## config.mk

```make
export PLATFORM = sky130hd
export DESIGN_NAME = imem_loader_flat
export DESIGN_NICKNAME = d
export VERILOG_FILES = /design/src/rtl/pipeline_pkg.sv /design/src/rtl/imem_loader_if.sv /design/src/rtl/imem_ld_checksum.sv /design/src/rtl/imem_loader.sv /design/src/flat_wrapper.sv
export SDC_FILE = /design/constraint.sdc
export NUM_CORES = 1
export LEC_CHECK = 0
export ABC_AREA = 1
export CAP_MARGIN = 5
export CORE_MARGIN = 1
export CORE_UTILIZATION = 40
export CTS_CLUSTER_SIZE = 28
export DETAILED_ROUTE_END_ITERATION = 16
export GPL_TIMING_DRIVEN = 0
export PLACE_DENSITY_LB_ADDON = 0.25
export SLEW_MARGIN = 20
export SYNTH_ARGS = -nofsm -noshare
export SYNTH_HDL_FRONTEND = slang
export SYNTH_SLANG_ARGS = --single-unit
```

## constraint.sdc

```tcl
create_clock -name clk -period 1.8 [get_ports clk]
set_input_delay 0.36 -clock clk [delete_from_list [all_inputs] [get_ports clk]]
set_output_delay 0.36 -clock clk [all_outputs]
set_load 0.05 [all_outputs]
```

## src/rtl/pipeline_pkg.sv

```systemverilog
// pipeline_pkg: shared loader state encoding and instruction-memory widths
package pipeline_pkg;
  localparam int IMEM_WORD_W = 16;
  localparam int IMEM_ADDR_W = 16;
  typedef enum logic [3:0] {
    IDLE, CNT_HI, CNT_LO, DAT_HI, DAT_LO, WRITE, CHK_HI, CHK_LO, DONE
  } ld_state_e;
endpackage

```

## src/rtl/imem_loader_if.sv

```systemverilog
// imem_loader_if: byte stream, memory write port and CPU status of the loader
interface imem_loader_if;
  import pipeline_pkg::*;
  logic                   start;
  logic [7:0]             byte_in;
  logic                   byte_valid;
  logic                   byte_ready;
  logic                   wr_en;
  logic [IMEM_ADDR_W-1:0] wr_addr;
  logic [IMEM_WORD_W-1:0] wr_data;
  logic                   cpu_hold;
  logic                   done;
  logic                   error;
  modport master (output start, byte_in, byte_valid,
                  input  byte_ready, wr_en, wr_addr, wr_data, cpu_hold, done, error);
  modport slave  (input  start, byte_in, byte_valid,
                  output byte_ready, wr_en, wr_addr, wr_data, cpu_hold, done, error);
endinterface

```

## src/rtl/imem_ld_checksum.sv

```systemverilog
// imem_ld_checksum: modulo-2^16 running sum of the words written by a load
module imem_ld_checksum
  import pipeline_pkg::*;
(
  input  logic                   clk,
  input  logic                   rst,
  input  logic                   clr,
  input  logic                   add,
  input  logic [IMEM_WORD_W-1:0] word,
  output logic [IMEM_WORD_W-1:0] sum
);
  logic [IMEM_WORD_W-1:0] sum_q, sum_d;
  always_comb sum_d = clr ? '0 : add ? sum_q + word : sum_q;
  always_ff @(posedge clk or negedge rst)
    if (!rst) sum_q <= '0;
    else      sum_q <= sum_d;
  assign sum = sum_q;
endmodule

```

## src/rtl/imem_loader.sv

```systemverilog
// imem_loader: serial byte-stream loader into instruction memory, holds the CPU until done.
// Define IMEM_LOADER_CHECKSUM_EN to require and verify a 16-bit sum trailer after the words.
module imem_loader
  import pipeline_pkg::*;
#(
  parameter int N = 16
) (
  input logic         clk,
  input logic         rst,
  imem_loader_if.slave bus
);
  localparam logic [15:0] MAX_W = 16'(N / 2);
  ld_state_e state_q, state_d;
  logic [15:0] count_q, count_d, index_q, index_d, data_q, data_d, cnt_in;
  logic error_q, error_d, fire, start_ok;
  assign fire     = bus.byte_valid && bus.byte_ready;
  assign start_ok = bus.start && (state_q == IDLE || state_q == DONE);
  assign cnt_in   = {count_q[15:8], bus.byte_in};
`ifdef IMEM_LOADER_CHECKSUM_EN
  localparam ld_state_e TAIL = CHK_HI;
  logic [7:0]  chk_hi_q, chk_hi_d;
  logic [15:0] sum;
  imem_ld_checksum u_sum (.clk(clk), .rst(rst), .clr(start_ok), .add(bus.wr_en),
                          .word(bus.wr_data), .sum(sum));
`else
  localparam ld_state_e TAIL = DONE;
`endif
  always_comb begin
    state_d = state_q;
    count_d = count_q;
    index_d = index_q;
    data_d  = data_q;
    error_d = error_q;
`ifdef IMEM_LOADER_CHECKSUM_EN
    chk_hi_d = chk_hi_q;
`endif
    case (state_q)
      IDLE, DONE: if (start_ok) begin state_d = CNT_HI; error_d = 1'b0; index_d = '0; end
      CNT_HI: if (fire) begin count_d[15:8] = bus.byte_in; state_d = CNT_LO; end
      CNT_LO: if (fire) begin
        count_d = cnt_in;
        error_d = cnt_in > MAX_W;
        state_d = cnt_in > MAX_W ? DONE : cnt_in == '0 ? TAIL : DAT_HI;
      end
      DAT_HI: if (fire) begin data_d[15:8] = bus.byte_in; state_d = DAT_LO; end
      DAT_LO: if (fire) begin data_d[7:0] = bus.byte_in; state_d = WRITE; end
      WRITE: begin
        index_d = index_q + 16'd1;
        state_d = index_d == count_q ? TAIL : DAT_HI;
      end
`ifdef IMEM_LOADER_CHECKSUM_EN
      CHK_HI: if (fire) begin chk_hi_d = bus.byte_in; state_d = CHK_LO; end
      CHK_LO: if (fire) begin error_d = {chk_hi_q, bus.byte_in} != sum; state_d = DONE; end
`endif
      default: state_d = IDLE;
    endcase
  end
  always_ff @(posedge clk or negedge rst)
    if (!rst) begin
      state_q <= IDLE;
      count_q <= '0;
      index_q <= '0;
      data_q  <= '0;
      error_q <= 1'b0;
    end else begin
      state_q <= state_d;
      count_q <= count_d;
      index_q <= index_d;
      data_q  <= data_d;
      error_q <= error_d;
    end
`ifdef IMEM_LOADER_CHECKSUM_EN
  always_ff @(posedge clk or negedge rst)
    if (!rst) chk_hi_q <= '0;
    else      chk_hi_q <= chk_hi_d;
`endif
  // Every output is decoded from the registered state so reset clears them at once.
  assign bus.byte_ready = state_q inside {CNT_HI, CNT_LO, DAT_HI, DAT_LO, CHK_HI, CHK_LO};
  assign bus.wr_en      = state_q == WRITE;
  assign bus.wr_addr    = bus.wr_en ? (index_q << 1) : '0;
  assign bus.wr_data    = bus.wr_en ? data_q : '0;
  assign bus.cpu_hold   = state_q != DONE;
  assign bus.done       = state_q == DONE;
  assign bus.error      = error_q;
endmodule

```

## src/flat_wrapper.sv

```systemverilog
// flat-port wrapper written by rule: the top's interface ports become plain ports
module imem_loader_flat import pipeline_pkg::*;
#(
  parameter int N = 16
)
  (clk, rst, bus_start, bus_byte_in, bus_byte_valid, bus_byte_ready, bus_wr_en, bus_wr_addr, bus_wr_data, bus_cpu_hold, bus_done, bus_error);
  imem_loader_if bus_i ();
  input logic clk;
  input logic rst;
  input wire logic [$bits(bus_i.start)-1:0] bus_start;
  input wire logic [$bits(bus_i.byte_in)-1:0] bus_byte_in;
  input wire logic [$bits(bus_i.byte_valid)-1:0] bus_byte_valid;
  output wire logic [$bits(bus_i.byte_ready)-1:0] bus_byte_ready;
  output wire logic [$bits(bus_i.wr_en)-1:0] bus_wr_en;
  output wire logic [$bits(bus_i.wr_addr)-1:0] bus_wr_addr;
  output wire logic [$bits(bus_i.wr_data)-1:0] bus_wr_data;
  output wire logic [$bits(bus_i.cpu_hold)-1:0] bus_cpu_hold;
  output wire logic [$bits(bus_i.done)-1:0] bus_done;
  output wire logic [$bits(bus_i.error)-1:0] bus_error;
  assign bus_i.start = bus_start;
  assign bus_i.byte_in = bus_byte_in;
  assign bus_i.byte_valid = bus_byte_valid;
  assign bus_byte_ready = bus_i.byte_ready;
  assign bus_wr_en = bus_i.wr_en;
  assign bus_wr_addr = bus_i.wr_addr;
  assign bus_wr_data = bus_i.wr_data;
  assign bus_cpu_hold = bus_i.cpu_hold;
  assign bus_done = bus_i.done;
  assign bus_error = bus_i.error;
  imem_loader #(.N(N)) u_core (.clk(clk), .rst(rst), .bus(bus_i));
endmodule
```

==> impl_metrics.env <==
export IMPL_synthMuxAreaShare_pct=0
export IMPL_coreArea_um2=7370
export IMPL_die_w_um=90.1
export IMPL_crit_arrival_ns=1.71
export IMPL_vias=3135
export IMPL_hold_viol=0
export IMPL_syn2layout_area_growth_pct=47.7
export IMPL_overflow=0
export IMPL_syn_cell_area_um2=3110
export IMPL_power_internal_mw=3.01
export IMPL_cp_end_kind="output port"
export IMPL_place_inst=585
export IMPL_wirelength_um=9100
export IMPL_synth_compound_area_share_pct=9.71
export IMPL_synth_edff_count=0
export IMPL_synth_xor_area_share_pct=2.17
export IMPL_synth_cells=439
export IMPL_fp_dieH_um=90.1
export IMPL_ys_ff_latch=53
export IMPL_io_buffers=47
export IMPL_startpoint_type="flop"
export IMPL_globalplace_congestion=0.856
export IMPL_initial_utilization_pct=42.2
export IMPL_final_cell_mix="nand2_1 (102), inv_1 (64), dfrtp_1 (48)"
export IMPL_tns_ns=-8.14
export IMPL_drt_first_pass_iters=5
export IMPL_fin_nets=535
export IMPL_synth_sequential_area_ratio_pct=42.7
export IMPL_max_stage_delay_ns=0.39
export IMPL_num_rows=31
export IMPL_clkTransAtPathRegs_ns=0.10
export IMPL_crit_type="flop to output port"
export IMPL_dieArea_um2=8120
export IMPL_fin_skew_ns=0.00819
export IMPL_seqPwrFrac_pct=35.0
export IMPL_pwr_share_clk_pct=16.5
export IMPL_synth_nets=452
export IMPL_crit_buf_inv=5
export IMPL_path_cells="inv_2 > nor2_4 > inv_2 > nor2_4 > inv_6 > clkbuf_16 > nor2_4 > buf_6"
export IMPL_fill_cells=621
export IMPL_critPathMaxFanout=9
export IMPL_setup_slack_ns=-0.270
export IMPL_hpwl_um=6070
export IMPL_via_per_inst=5.04
export IMPL_fin_crit_sh_pct=115
export IMPL_cp_top_family="buffers and inverters"
export IMPL_p_switching_mw=2.27
export IMPL_clock_sinks=53
export IMPL_synth_top_family_by_area="simple AND/OR/NAND/NOR gates"
export IMPL_synth_avg_cell_area_um2=7.08
export IMPL_antenna_found_initial=0
export IMPL_grt_setup_unrepaired="yes"
export IMPL_grt_max_degree=54
export IMPL_ys_types=29
export IMPL_required_ns=1.44
export IMPL_period_needed_ns=2.07
export IMPL_drive_gt1_share_pct=32.7
export IMPL_synth_simple_area_share_pct=34.4
export IMPL_outcome="complete, but fails checks"
export IMPL_cp_slowest_cell="dfrtp_1"
export IMPL_cts_made_buffers=5
export IMPL_tightest_slew_ns=0.689
export IMPL_root_buffer="clkbuf_8"
export IMPL_final_common_cell="nand2_1"
export IMPL_peakVddDrop_uv=632
export IMPL_post_route_util_pct=62.3
export IMPL_synth_adder_area_share_pct=0.403
export IMPL_sw_frac_of_total_pct=43.0
export IMPL_grt_pass1_vias=3065
export IMPL_track_usage_pct=23.3
export IMPL_pin_count=49
export IMPL_drv_cap=0
export IMPL_final_cell_count_no_fill=622
export IMPL_ys_flop_type="dfrtp_1"
export IMPL_async_flop_share_pct=100
export IMPL_drc=0
export IMPL_ant_nets=0
export IMPL_diodes=0
export IMPL_first_iter_violations=163
export IMPL_clock_path_buffers=2
export IMPL_maxSlewHeadroom_pct=54.1
export IMPL_synth_warnings=0
export IMPL_dp_slack_ns=-0.845
export IMPL_cp_common_cell="nor2_4"
export IMPL_p_leak_nw=2.19
export IMPL_setup_viol=37
export IMPL_cts_tree="built"
export IMPL_p_per_area_nw_per_um2=1150
export IMPL_failed_checks="setup timing"
export IMPL_insertion_delay_ns=0.31
export IMPL_drv_slew=0
export IMPL_combPwrFrac_pct=48.5
export IMPL_cts_max_level=2
export IMPL_hp_class="primary input to asynchronous set/reset pin"
export IMPL_max_freq_mhz=483
export IMPL_grt_pass1_wl_um=15000
export IMPL_wire_per_inst_um=14.6
-- power groups by stage --
stage	clock network (mW)	logic, mW	registers [mW]
after floorplan	0	1.59	1.80
after global placement	0	2.02	1.86
after detailed placement	0	2.07	1.87
after CTS	0.877	2.23	1.85
after global routing	0.921	2.84	1.89
final	0.874	2.56	1.85
-- stage by stage --
stage / cell area [µm²] / power [mW] / hold slack (ns)
CTS: 4420 / 4.96 / 0.114
floorplan: 3440 / 3.39 / 0.0644
detailed placement: 4030 / 3.94 / 0.458
global placement: 4030 / 3.87 / 0.467
finish: 4590 / 5.29 / 0.0664
global route: 4590 / 5.65 / 0.146
-- worst register-to-register path, cell delays in order, from the launching register on --
cell	delay [ns]
dfrtp_1	0.44
buf_6	0.15
nand2_4	0.08
nor2_8	0.05
buf_6	0.13
nand2_4	0.07
nand2_1	0.06
nand3_1	0.07
nand2_1	0.06
nor2_2	0.11
nand3_2	0.09
nor2_2	0.14
nand3_2	0.13
nand2_2	0.09
nand3_1	0.07
nand2_1	0.08
nand2_1	0.05
-- final cells by class --
cell class	instances	area (µm²)	share of cell area, %
plain buffers	10	125	2.73
clock buffers	6	82.6	1.80
clock inverters	2	37.5	0.818
well taps	99	124	2.70
inverters	75	292	6.35
multi-input cells	301	1820	39.6
repair buffers	76	779	17.0
flip-flops and latches	53	1330	29.0
-- layer usage --
| layer | track usage (%) | routed length [µm] | vias up |
|---|---|---|---|
| met4 | 10.9 | 232 | 0 |
| met1 | 29.6 | 3940 | 1465 |
| li1 | - | - | 1552 |
| met5 | 0 | 0 | - |
| met3 | 3.55 | 386 | 16 |
| met2 | 38.9 | 4550 | 102 |
-- synthesized netlist by cell type (3+ instances only) --
cell type  number  area share (%)
nand2_1       110              13
inv_1          71             8.6
nor2_1         57             6.9
dfrtp_1        53              43
o21ai_0        43             6.9
nand3_1        34             5.5
nand4_1         9             1.8
o22ai_1         9             1.8
clkbuf_1        6            0.72
nand2_2         6             1.2
nor2_2          6             1.2
inv_2           4            0.48
nor3_1          4            0.64
buf_2           3            0.48
xnor2_1         3            0.85
-- timing repair --
item | CTS | global route
resized for setup | 273 | 36
pin swaps | 7 | 7
setup endpoints to repair | 50 | 76
hold buffers | 0 | 0
setup buffers | 11 | 15
cloned | 3 | 2
-- kinds of logic (layout without fill, tap and decap cells) --
group           count (synthesis)  in the layout
compound gates                 57             57
xor+xnor                        6              6
fa+ha+maj                       1              1
buf+inv                        85            169
flops                          53             53
other cells                     1              1
simple gates                  236            236
-- final timing paths --
check | start | endpoint | slack [ns] | cells after the start
max | u_core.state_q[0] | bus_wr_addr[15] | -0.27 | 8
min | rst | u_core.index_q[5] | 0.07 | 1
max reg2reg | u_core.index_q[1] | u_core.state_q[1] | -0.18 | 16
min reg2reg | u_core.count_q[2] | u_core.count_q[2] | 0.50 | 2
max in group asynchronous | rst | u_core.state_q[2] | 1.22 | 1
min in group clk | u_core.count_q[2] | u_core.count_q[2] | 0.50 | 2
-- registers in the layout, summed over array words and instances, names as in the netlist --
signal / count
u_core.bus.error: 1
u_core.count_q: 16
u_core.index_q: 16
u_core.data_q: 16
u_core.state_q: 4
Note: power is estimated with default switching activity, not from simulation.
